--- config.mk ---
export PLATFORM = sky130hd
export DESIGN_NAME = mem_stage_sram
export DESIGN_NICKNAME = d
export VERILOG_FILES = /design/src/rtl/mem_stage_sram.sv
export SDC_FILE = /design/constraint.sdc
export NUM_CORES = 1
export LEC_CHECK = 0
export CAP_MARGIN = 30
export CORE_MARGIN = 1.5
export CORE_UTILIZATION = 51
export CTS_CLUSTER_SIZE = 16
export DETAILED_ROUTE_END_ITERATION = 8
export GPL_TIMING_DRIVEN = 0
export PLACE_DENSITY = 0.85
export SLEW_MARGIN = 25
export SYNTH_ARGS = -nofsm -noshare
export SYNTH_HDL_FRONTEND = slang
export SYNTH_SLANG_ARGS = --single-unit
--- constraint.sdc ---
create_clock -name clk -period 4.15 [get_ports clk]
set_input_delay 1.0375 -clock clk [delete_from_list [all_inputs] [get_ports clk]]
set_output_delay 1.0375 -clock clk [all_outputs]
set_load 0.01 [all_outputs]
--- src/rtl/mem_stage_sram.sv ---
// MEM pipeline stage: performs data-memory loads/stores on a 16-bit async SRAM as two halfword phases.
// Optional build macro MEM_STAGE_ALIGN_CHECK_EN adds mem_fault and rejects misaligned/below-base accesses.
module mem_stage_sram #(
    parameter logic [31:0] BASE_ADDR   = 32'd1024,
    parameter int          SRAM_ADDR_W = 18,
    parameter int          WAIT_CYCLES = 2
) (
    input  logic                   clk,
    input  logic                   rst,
    input  logic                   wb_enable_in,
    input  logic                   mem_read_in,
    input  logic                   mem_write_in,
    input  logic [31:0]            alu_res_in,
    input  logic [31:0]            val_rm_in,
    input  logic [3:0]             dest_in,
    output logic                   freeze,
    output logic                   wb_enable_out,
    output logic                   mem_read_out,
    output logic [31:0]            alu_res_out,
    output logic [31:0]            mem_data_out,
    output logic [3:0]             dest_out,
    output logic [SRAM_ADDR_W-1:0] sram_addr,
    output logic [15:0]            sram_dq_out,
    output logic                   sram_dq_oe,
    input  logic [15:0]            sram_dq_in,
    output logic                   sram_we_n,
    output logic                   sram_oe_n,
    output logic [1:0]             dbg_state
`ifdef MEM_STAGE_ALIGN_CHECK_EN
    ,
    output logic                   mem_fault
`endif
);

    // Stall handshake: while freeze=1 EXE holds every *_in stable; the stage
    // consumes them on the first rising edge at which freeze=0.
    localparam int CNT_W = (WAIT_CYCLES > 1) ? $clog2(WAIT_CYCLES) : 1;
    localparam logic [CNT_W-1:0] CNT_LAST = CNT_W'(WAIT_CYCLES - 1);

    typedef enum logic [1:0] {
        S_IDLE = 2'd0,
        S_LO   = 2'd1,
        S_HI   = 2'd2,
        S_DONE = 2'd3
    } state_t;

    state_t                 state_q, state_d;
    logic [CNT_W-1:0]       cnt_q, cnt_d;
    logic [SRAM_ADDR_W-2:0] word_addr_q, word_addr_d;
    logic [31:0]            store_q, store_d;
    logic                   is_write_q, is_write_d;
    logic [31:0]            read_q, read_d;
    logic                   wb_enable_q, wb_enable_d;
    logic                   mem_read_q, mem_read_d;
    logic [31:0]            alu_res_q, alu_res_d;
    logic [31:0]            mem_data_q, mem_data_d;
    logic [3:0]             dest_q, dest_d;
    logic                   mem_fault_q, mem_fault_d;

    logic [31:0] offset;
    logic        mem_op, bad_op, start, phase_last, load_pipe;
    logic        unused_offset;

    assign offset        = alu_res_in - BASE_ADDR;
    assign unused_offset = ^{offset[31:SRAM_ADDR_W+1], offset[1:0]};
    assign mem_op        = mem_read_in | mem_write_in;
`ifdef MEM_STAGE_ALIGN_CHECK_EN
    assign bad_op = mem_op & ((alu_res_in[1:0] != 2'b00) | (alu_res_in < BASE_ADDR));
`else
    assign bad_op = 1'b0;
`endif
    // The detection cycle doubles as the first LO phase cycle, so LO state starts at count 1.
    assign start      = (state_q == S_IDLE) & mem_op & ~bad_op;
    assign phase_last = (cnt_q == CNT_LAST);

    always_comb begin
        state_d     = state_q;
        cnt_d       = cnt_q;
        word_addr_d = word_addr_q;
        store_d     = store_q;
        is_write_d  = is_write_q;
        read_d      = read_q;
        wb_enable_d = wb_enable_q;
        mem_read_d  = mem_read_q;
        alu_res_d   = alu_res_q;
        mem_data_d  = mem_data_q;
        dest_d      = dest_q;
        mem_fault_d = 1'b0;
        load_pipe   = 1'b0;
        case (state_q)
            S_IDLE: begin
                if (start) begin
                    state_d     = S_LO;
                    cnt_d       = CNT_W'(1);
                    word_addr_d = offset[SRAM_ADDR_W:2];
                    store_d     = val_rm_in;
                    is_write_d  = mem_write_in;
                end else begin
                    load_pipe = 1'b1;
                end
            end
            S_LO: begin
                if (phase_last) begin
                    if (!is_write_q) read_d[15:0] = sram_dq_in;
                    state_d = S_HI;
                    cnt_d   = '0;
                end else begin
                    cnt_d = cnt_q + CNT_W'(1);
                end
            end
            S_HI: begin
                if (phase_last) begin
                    if (!is_write_q) read_d[31:16] = sram_dq_in;
                    state_d = S_DONE;
                    cnt_d   = '0;
                end else begin
                    cnt_d = cnt_q + CNT_W'(1);
                end
            end
            S_DONE: begin
                load_pipe = 1'b1;
                if (!is_write_q) mem_data_d = read_q;
                state_d = S_IDLE;
            end
            default: state_d = S_IDLE;
        endcase
        if (load_pipe) begin
            wb_enable_d = wb_enable_in;
            mem_read_d  = mem_read_in & ~mem_write_in;
            alu_res_d   = alu_res_in;
            dest_d      = dest_in;
        end
        if (state_q == S_IDLE && bad_op) begin
            wb_enable_d = 1'b0;
            mem_read_d  = 1'b0;
            mem_fault_d = 1'b1;
        end
    end

    // Strobes are gated by rst so a reset mid-access releases the bus at once.
    always_comb begin
        sram_addr   = '0;
        sram_dq_out = '0;
        sram_dq_oe  = 1'b0;
        sram_we_n   = 1'b1;
        sram_oe_n   = 1'b1;
        if (start && rst) begin
            sram_addr = {offset[SRAM_ADDR_W:2], 1'b0};
            if (mem_write_in) begin
                sram_dq_oe  = 1'b1;
                sram_dq_out = val_rm_in[15:0];
                sram_we_n   = 1'b0;
            end else begin
                sram_oe_n = 1'b0;
            end
        end else if (state_q == S_LO || state_q == S_HI) begin
            sram_addr = {word_addr_q, (state_q == S_HI)};
            if (is_write_q) begin
                sram_dq_oe  = 1'b1;
                sram_dq_out = (state_q == S_HI) ? store_q[31:16] : store_q[15:0];
                sram_we_n   = phase_last;
            end else begin
                sram_oe_n = 1'b0;
            end
        end
    end

    assign freeze = rst & (start | (state_q == S_LO) | (state_q == S_HI));

    always_ff @(posedge clk or negedge rst) begin
        if (!rst) begin
            state_q     <= S_IDLE;
            cnt_q       <= '0;
            word_addr_q <= '0;
            store_q     <= '0;
            is_write_q  <= 1'b0;
            read_q      <= '0;
            wb_enable_q <= 1'b0;
            mem_read_q  <= 1'b0;
            alu_res_q   <= '0;
            mem_data_q  <= '0;
            dest_q      <= '0;
            mem_fault_q <= 1'b0;
        end else begin
            state_q     <= state_d;
            cnt_q       <= cnt_d;
            word_addr_q <= word_addr_d;
            store_q     <= store_d;
            is_write_q  <= is_write_d;
            read_q      <= read_d;
            wb_enable_q <= wb_enable_d;
            mem_read_q  <= mem_read_d;
            alu_res_q   <= alu_res_d;
            mem_data_q  <= mem_data_d;
            dest_q      <= dest_d;
            mem_fault_q <= mem_fault_d;
        end
    end

    assign wb_enable_out = wb_enable_q;
    assign mem_read_out  = mem_read_q;
    assign alu_res_out   = alu_res_q;
    assign mem_data_out  = mem_data_q;
    assign dest_out      = dest_q;
    assign dbg_state     = state_q;
`ifdef MEM_STAGE_ALIGN_CHECK_EN
    assign mem_fault = mem_fault_q;
`else
    logic unused_fault;
    assign unused_fault = mem_fault_q;
`endif

endmodule

# Yosys cells after proc, flatten, opt, wreduce, memory -nomap -nowiden
# Cells that the tools add are included.
# op_classes
add_sub_neg	2
n_mul	0
div	0
magnitude_cmp	0
n_eq_ne	6
shifts	0
muxes	26
n_bitwise	8
reduce_logical	11
# op_table
op	n
16-bit two-way mux	5
18-bit two-way mux	2
19-bit by 11-bit subtractor with 19-bit output (second input constant)	1
1-bit two-way mux	13
3-bit AND reduction	3
2-bit one-hot mux with 4 select lines	1
2-bit two-way mux	3
2-bit != test (second input constant)	3
2-bit AND reduction	3
2-bit == test (second input constant)	2
1-bit one-hot mux with 2 select lines	2
1-bit AND	3
1-bit bitwise OR	3
2-bit by 1-bit == test with 1-bit output (second input constant)	1
2-bit logical NOT	1
1-bit NOT	2
2-bit nonzero test	1
2-bit OR reduction	1
1-bit adder (second input constant)	1
1-bit logical AND	1
1-bit logical OR	1
# totals
regBits	155
latch_bits	0
ram_bits	0
romBits	0
inputBits	89
elab_cells	65
mem_count	0

# Logic depth before layout (Yosys ltp)
# Gate-level depths: netlist (run 1).
# logic_depth
depth_word	5
ltp_mapped	8
ltp_nobuf	5

# Worst setup path after synthesis (run 1)
# OpenSTA, ideal clock, no wires.
# synth_timing
kind	input port to output port
startpoint	in alu_res_in[14]
endpoint	out sram_addr[17]
arrival_ps	2328
required_time_ps	3113
setup_slack_ps	785
path_stages	5
cell_sequence	clkbuf_1 -> or4_1 -> clkbuf_1 -> or4_1 -> nand3_1
# synth_via
elab_chain_len	2
# synth_rtl
element	line_no	text
start, declared	13	input logic [31:0] alu_res_in,
19-bit by 11-bit subtractor with 19-bit output	64	assign offset = alu_res_in - BASE_ADDR;
18-bit two-way mux	147	if (start && rst) begin
end, declared	22	output logic [SRAM_ADDR_W-1:0] sram_addr,
# Every way passes these cells.

# Worst setup path in the final report (run 1)
# layout_timing
startpoint	in alu_res_in[10]
endpoint	out sram_addr[17]
# Same word-level chain as after synthesis.

==> results of run 1 <==
cell type report:
| cell class | count | area, um^2 |
|---|---|---|
| plain buffers | 33 | 160 |
| flip-flops and latches | 155 | 3880 |
| well taps | 172 | 215 |
| fillers | 819 | 3090 |
| clock buffers | 17 | 425 |
| clock inverters | 14 | 160 |
| multi-input cells | 392 | 2690 |
| repair buffers | 203 | 2120 |
| inverters | 7 | 26.3 |
power breakdown:
group	switching, mW	internal (mW)
logic	1.72	2.16
clock network	0.647	0.895
registers	0.440	2.30
total	2.81	5.35
per-stage QoR:
stage	area [um^2]	setup TNS (ps)	total power, mW	instances	hold slack [ps]
after floorplan	6750	0	4.75	588	445
after global placement	8920	-857970	6.41	956	458
after detailed placement	8960	-15960	6.59	957	464
after CTS	9630	0	8.19	991	455
after global routing	9680	0	8.63	993	462
final	9680	0	8.16	993	467
cells by family (layout without fill, tap and decap cells):
logic type,count (synthesis),count (layout),synth area share (%)
buffers and inverters,41,274,2.73
xor gates and xnor gates,3,3,0.389
AOI/OAI and AO/OA,49,49,4.30
adders and majority gates,5,5,0.927
DFF,155,155,57.5
muxes,119,119,20.7
and+or+nand+nor,216,216,13.5
flip-flops by register name, indices dropped and copies added, names as in the netlist:
signal         flops
wb_enable_out      1
read_q            32
dest_out           4
mem_data_out      32
cnt_q              1
mem_read_out       1
word_addr_q       17
store_q           32
alu_res_out       32
is_write_q         1
dbg_state          2
repair_timing:
action / 4_1_cts / 5_1_grt
resized for setup: 16 / 7
pin swaps: 1 / 2
cloned: 2 / 1
endpoints found under the setup margin: 37 / 26
buffers inserted: 1 / 2
worst max-delay path, stage by stage:
cell and delay (ps):
dlygate4sd2_1 330, inv_1 100, ha_2 230, or3b_2 500
or4_1 420, nand3_1 90, dlygate4sd2_1 290
per-layer routing:
layer / share of wire [%] / global-route usage, % / routed length (um) / vias up
met5: 0 / 0 / 0 / -
met4: 0.98 / 8.31 / 170 / 0
met3: 5.3 / 6.40 / 923 / 10
met2: 50 / 43.2 / 8720 / 193
met1: 44 / 33.3 / 7590 / 2602
li1: - / - / - / 2447
Yosys cell counts (all sizes together), types with 2 or more instances:
library cell and number:
nand2 165, dfrtp 155, mux2 103, o21ai 32, nand3 25, clkbuf 23
mux2i 16, buf 11, inv 7, ha 5, a31oi 4, nor2 4
nor2b 4, o211ai 4, or4 4, o21a 3, xnor2 3, nand4b 2
nor3 2, o311ai 2, or3 2, or3b 2
worst min path at each step:
stage / end / cells past startpoint
after floorplan: store_q[0] / 2
after global placement: store_q[11] / 2
after detailed placement: store_q[27] / 2
after CTS: store_q[2] / 1
after global routing: read_q[3] / 1
final: read_q[3] / 1
==> out/qor.txt, run 1 <==
Final Cycle Share = 97.5%
GRT Overall Usage = 25.9%
FFs w/ async S/R, synth = 100%
WS Path Type = in -> out
Crit path DAT = 3010 ps
Core box area = 12,800 um^2
Critical Path End = sram_addr[17]
Post-CTS Hold Buffers = 0
Dpl ws = -764 ps
Area of the die = 13,900 um^2
Total grt overflow = 0
RSZ-0062 raised after global routing = no
Worst skew pair latency = 420 ps
Reg2reg path depth = 8
Setup crit start kind = input pin
Min-Delay Path Class = in -> async
CTS Buf Count = 17
Initial antenna violation count = 0
WL/cell = 17.5 um
CP Capture Type = output pin
Synth Warn # = 0
First drt pass iteration count = 4
Post-synthesis cell type count = 39
Crit path from = alu_res_in[10]
Endpoints failing hold = 0
Die span in y = 118 um
Sink Count = 155
IO Pins = 199
Ys flop type = dfrtp_1
Reg2reg setup slack = 1900 ps
Status = completed
Final clock skew = 7.97 ps
Maximum clock frequency = 247 MHz
First-pass GRT wire length = 28,600 um
PwrDens = 843 nW/um^2
IO buf count = 196
Antenna Cells = 0
Commonest non-fill, non-tap cell in the layout = clkdlybuf4s50_1
Commonest non-fill, non-tap cells in the layout = clkdlybuf4s50_1, nand2_1, dfrtp_1, mux2_2, o21ai_0
Drt initial violations = 337
Final nets = 903
Clock Path Buffers = 2
Largest net degree at the start of global routing = 43
Synth top area share = 57.5%
Reg2reg start = dbg_state[0]
Post-Syn Instances = 588
Avg Cell Area, Syn = 11.5 um^2
Synthesized cell area = 6750 um^2
Post-route minimum period = 4050 ps
Hpwl dp = 12,000 um
Core Util, Final = 75.8%
Maximum fanout along the worst path = 8
Layout cells sized above 1 = 18.6%
Worst VDD drop = 0.524 mV
Detailed-route wire length = 17,400 um
Number of remaining DRC errors = 0
R2r endpoint = alu_res_out[17]
Synthesized net count = 682
CP Data Required Time = 3110 ps
Starting Density = 52.8%
Antenna-violating nets left = 0
Vias in the first global route = 5,519
Setup violators final = 0
Post-synth top area cell = dfrtp_1
Vias per std cell = 5.29
Die width = 118 um
Post-route setup slack = 103 ps
Slew @ Worst Pin = 693 ps
Max-cap violations = 0
Htree depth = 4
Routed via count = 5,252
Area growth syn-to-layout = 43.5%
Slew headroom = 53.8%
Routability congestion estimate = 0.807
Num rows = 41
Post-synthesis sequential area ratio = 57.5%
Leak pwr = 4.39 nW
EDFF count, synth = 0
Ranking of synthesized cells by area = dfrtp_1, mux2_2, nand2_1, mux2_4, mux2i_1
CTS tree = done
Synth Register Bits = 155
Worst-path clk slew = 60 ps
Root Driver = clkbuf_16
Max Slew Vio Count = 0
Power figures use the tool's default switching activity.
==> run 2: changes to the inputs <==
Settings changed: CAP_MARGIN 30 to 10.
==> results of run 2 <==
Same layout as run 1: the final DEF is identical, and so are final timing and power.
==> run 3: changes to the inputs <==
--- a/config.mk
+++ b/config.mk
@@ -14,2 +14,3 @@
 export PLACE_DENSITY = 0.85
+export REMOVE_ABC_BUFFERS = 1
 export SLEW_MARGIN = 25
--- a/constraint.sdc
+++ b/constraint.sdc
@@ -3,2 +3,2 @@
 set_output_delay 1.0375 -clock clk [all_outputs]
-set_load 0.01 [all_outputs]
+set_load 0.02 [all_outputs]
==> run 3 against run 2 <==
Compared with the run above:
- register-to-register slack got worse by 290 ps
- critical path type unchanged
- maximum frequency fell by 0.70%
- highest routed layer unchanged
- non-clock buffer count fell by 26
- die area did not move
- final area rose by 0.32%
- sequential power barely moved
- worst hold slack improved by 3.7 ps
- combinational power rose by 11%
==> out/qor.txt, run 3 (synthesized netlist as in run 1, its figures left out) <==
Status = completed
CP peak stage delay = 610 ps
IO buf count = 198
Starting Density = 52.8%
Core box area = 12,800 um^2
M1 WL = 7020 um
Area taken by multi-input logic gates = 2730 um^2
CTS tree = done
R2r endpoint = alu_res_out[8]
Reg2reg path depth = 5
First drt pass iteration count = 4
Drt initial violations = 342
Routability congestion estimate = 0.790
Area of the die = 13,900 um^2
Critical Path Slowest Stage Cell = or4_4
Num rows = 41
Max-cap violations = 0
Slew headroom = 47.9%
Total grt overflow = 0
Root Driver = clkbuf_16
Initial antenna violation count = 1
Leak pwr = 4.36 nW
Min-Delay Path Class = in -> async
Largest net degree at the start of global routing = 44
Cells along the critical path = clkdlybuf4s50_1, or4_4, or4_1, nand3_1, clkdlybuf4s15_2
Slew @ Worst Pin = 780 ps
Die span in y = 118 um
Htree depth = 4
Maximum fanout along the worst path = 8
Hpwl dp = 11,500 um
Number of remaining DRC errors = 0
Die width = 118 um
Max Slew Vio Count = 0
Worst skew pair latency = 410 ps
WS Path Type = in -> out
WL/cell = 17.7 um
Maximum clock frequency = 245 MHz
GRT Overall Usage = 25.7%
Detailed-route wire length = 17,100 um
Final Cycle Share = 98.2%
Antenna-violating nets left = 0
Total power = 8.69 mW
Top Layer Used = met4
Commonest non-fill, non-tap cell in the layout = clkdlybuf4s50_1
PwrDens = 894 nW/um^2
Setup crit start kind = input pin
CP Data Required Time = 3110 ps
Clock Path Buffers = 2
Final clock skew = 7.13 ps
Vias in the first global route = 5,487
RSZ-0062 raised after global routing = no
First-pass GRT wire length = 28,200 um
Vias per std cell = 5.33
Met2 wire length = 9010 um
Sink Count = 155
Commonest non-fill, non-tap cells in the layout = clkdlybuf4s50_1, nand2_1, dfrtp_1, mux2_2, o21ai_0
CP Capture Type = output pin
Worst VDD drop = 0.406 mV
CTS Buf Count = 17
Reg2reg setup slack = 1610 ps
Routed via count = 5,158
Hold Slack = 471 ps
Worst-path clk slew = 60 ps
Final nets = 877
Crit path DAT = 3040 ps
Sequential cell area = 3880 um^2
Endpoints failing hold = 0
Post-CTS Hold Buffers = 0
Setup violators final = 0
Number of fill cells = 787
Post-route minimum period = 4080 ps
Area growth syn-to-layout = 43.9%
Layout cells sized above 1 = 19.1%
Reg2reg start = dbg_state[1]
IO Pins = 199
DR WL met3 = 872 um
## run 3: cell types whose count changed in the layout (fill, tap and decap cells not counted), sizes merged
cell and delta:
clkbuf -16, dlygate4sd2 +4, diode +1, inv -5
buf -6, clkinvlp -3, clkinv -1, clkdlybuf4s15 +1
dlymetal6s2s -3, bufinv +2
## run 3: layout make-up
| cell class | count | area share (%) |
|---|---|---|
| timing repair buffer | 210 | 23.1 |
| antenna | 1 | 0.0258 |
| clock inverter | 7 | 1.43 |
| multi-input combinational | 392 | 28.1 |
| clock buffer | 23 | 4.92 |
| inverter | 7 | 0.271 |
| tap | 172 | 2.22 |
| sequential | 155 | 39.9 |
## run 3: layer usage
metal | vias up | GRT usage (%)
met4 | 0 | 8.31
li1 | 2388 | -
met1 | 2581 | 32.3
met5 | - | 0
met3 | 17 | 5.81
met2 | 172 | 44.2
## run 3: how the worst max path moves through the flow
stage                              start              end  depth (start not counted)
after floorplan              mem_read_in   sram_dq_out[0]                          3
after global placement               rst  sram_dq_out[13]                          5
after detailed placement             rst    sram_addr[17]                          8
after CTS                 alu_res_in[12]    sram_addr[17]                          5
after global routing      alu_res_in[13]    sram_addr[17]                          5
final                     alu_res_in[13]    sram_addr[17]                          5
## run 3: critical path: cells and delay by family
family / cells / cell delay [ps]
buffers and inverters: 2 / 800
and+or+nand+nor: 3 / 1190
## run 3: report_power, final
| part | switching, mW | total [mW] | internal, mW |
|---|---|---|---|
| combinational | 2.15 | 4.33 | 2.18 |
| sequential | 0.440 | 2.74 | 2.30 |
| clock | 0.574 | 1.62 | 1.05 |
| total | 3.16 | 8.69 | 5.52 |
## run 3: per-stage QoR
step | instances | setup TNS, ps | cell area [um^2] | util (%) | setup WS, ps
global placement | 924 | -922590 | 8790 | 68.8 | -8810
CTS | 965 | 0 | 9680 | 75.8 | 47.6
detailed placement | 932 | -13190 | 8970 | 70.2 | -708
finish | 967 | 0 | 9710 | 76.0 | 74.1
floorplan | 554 | 0 | 6590 | - | 14.7
global route | 967 | 0 | 9710 | 76.0 | 11.6
## run 3: what timing repair did
| item | 4_1_cts | 5_1_grt |
|---|---|---|
| hold endpoints to repair | 0 | 0 |
| endpoints found under the setup margin | 37 | 2 |
| gates resized for setup | 25 | 2 |
| cloned | 2 | 1 |
| pin swaps | 1 | 0 |
| buffers inserted | 1 | 0 |
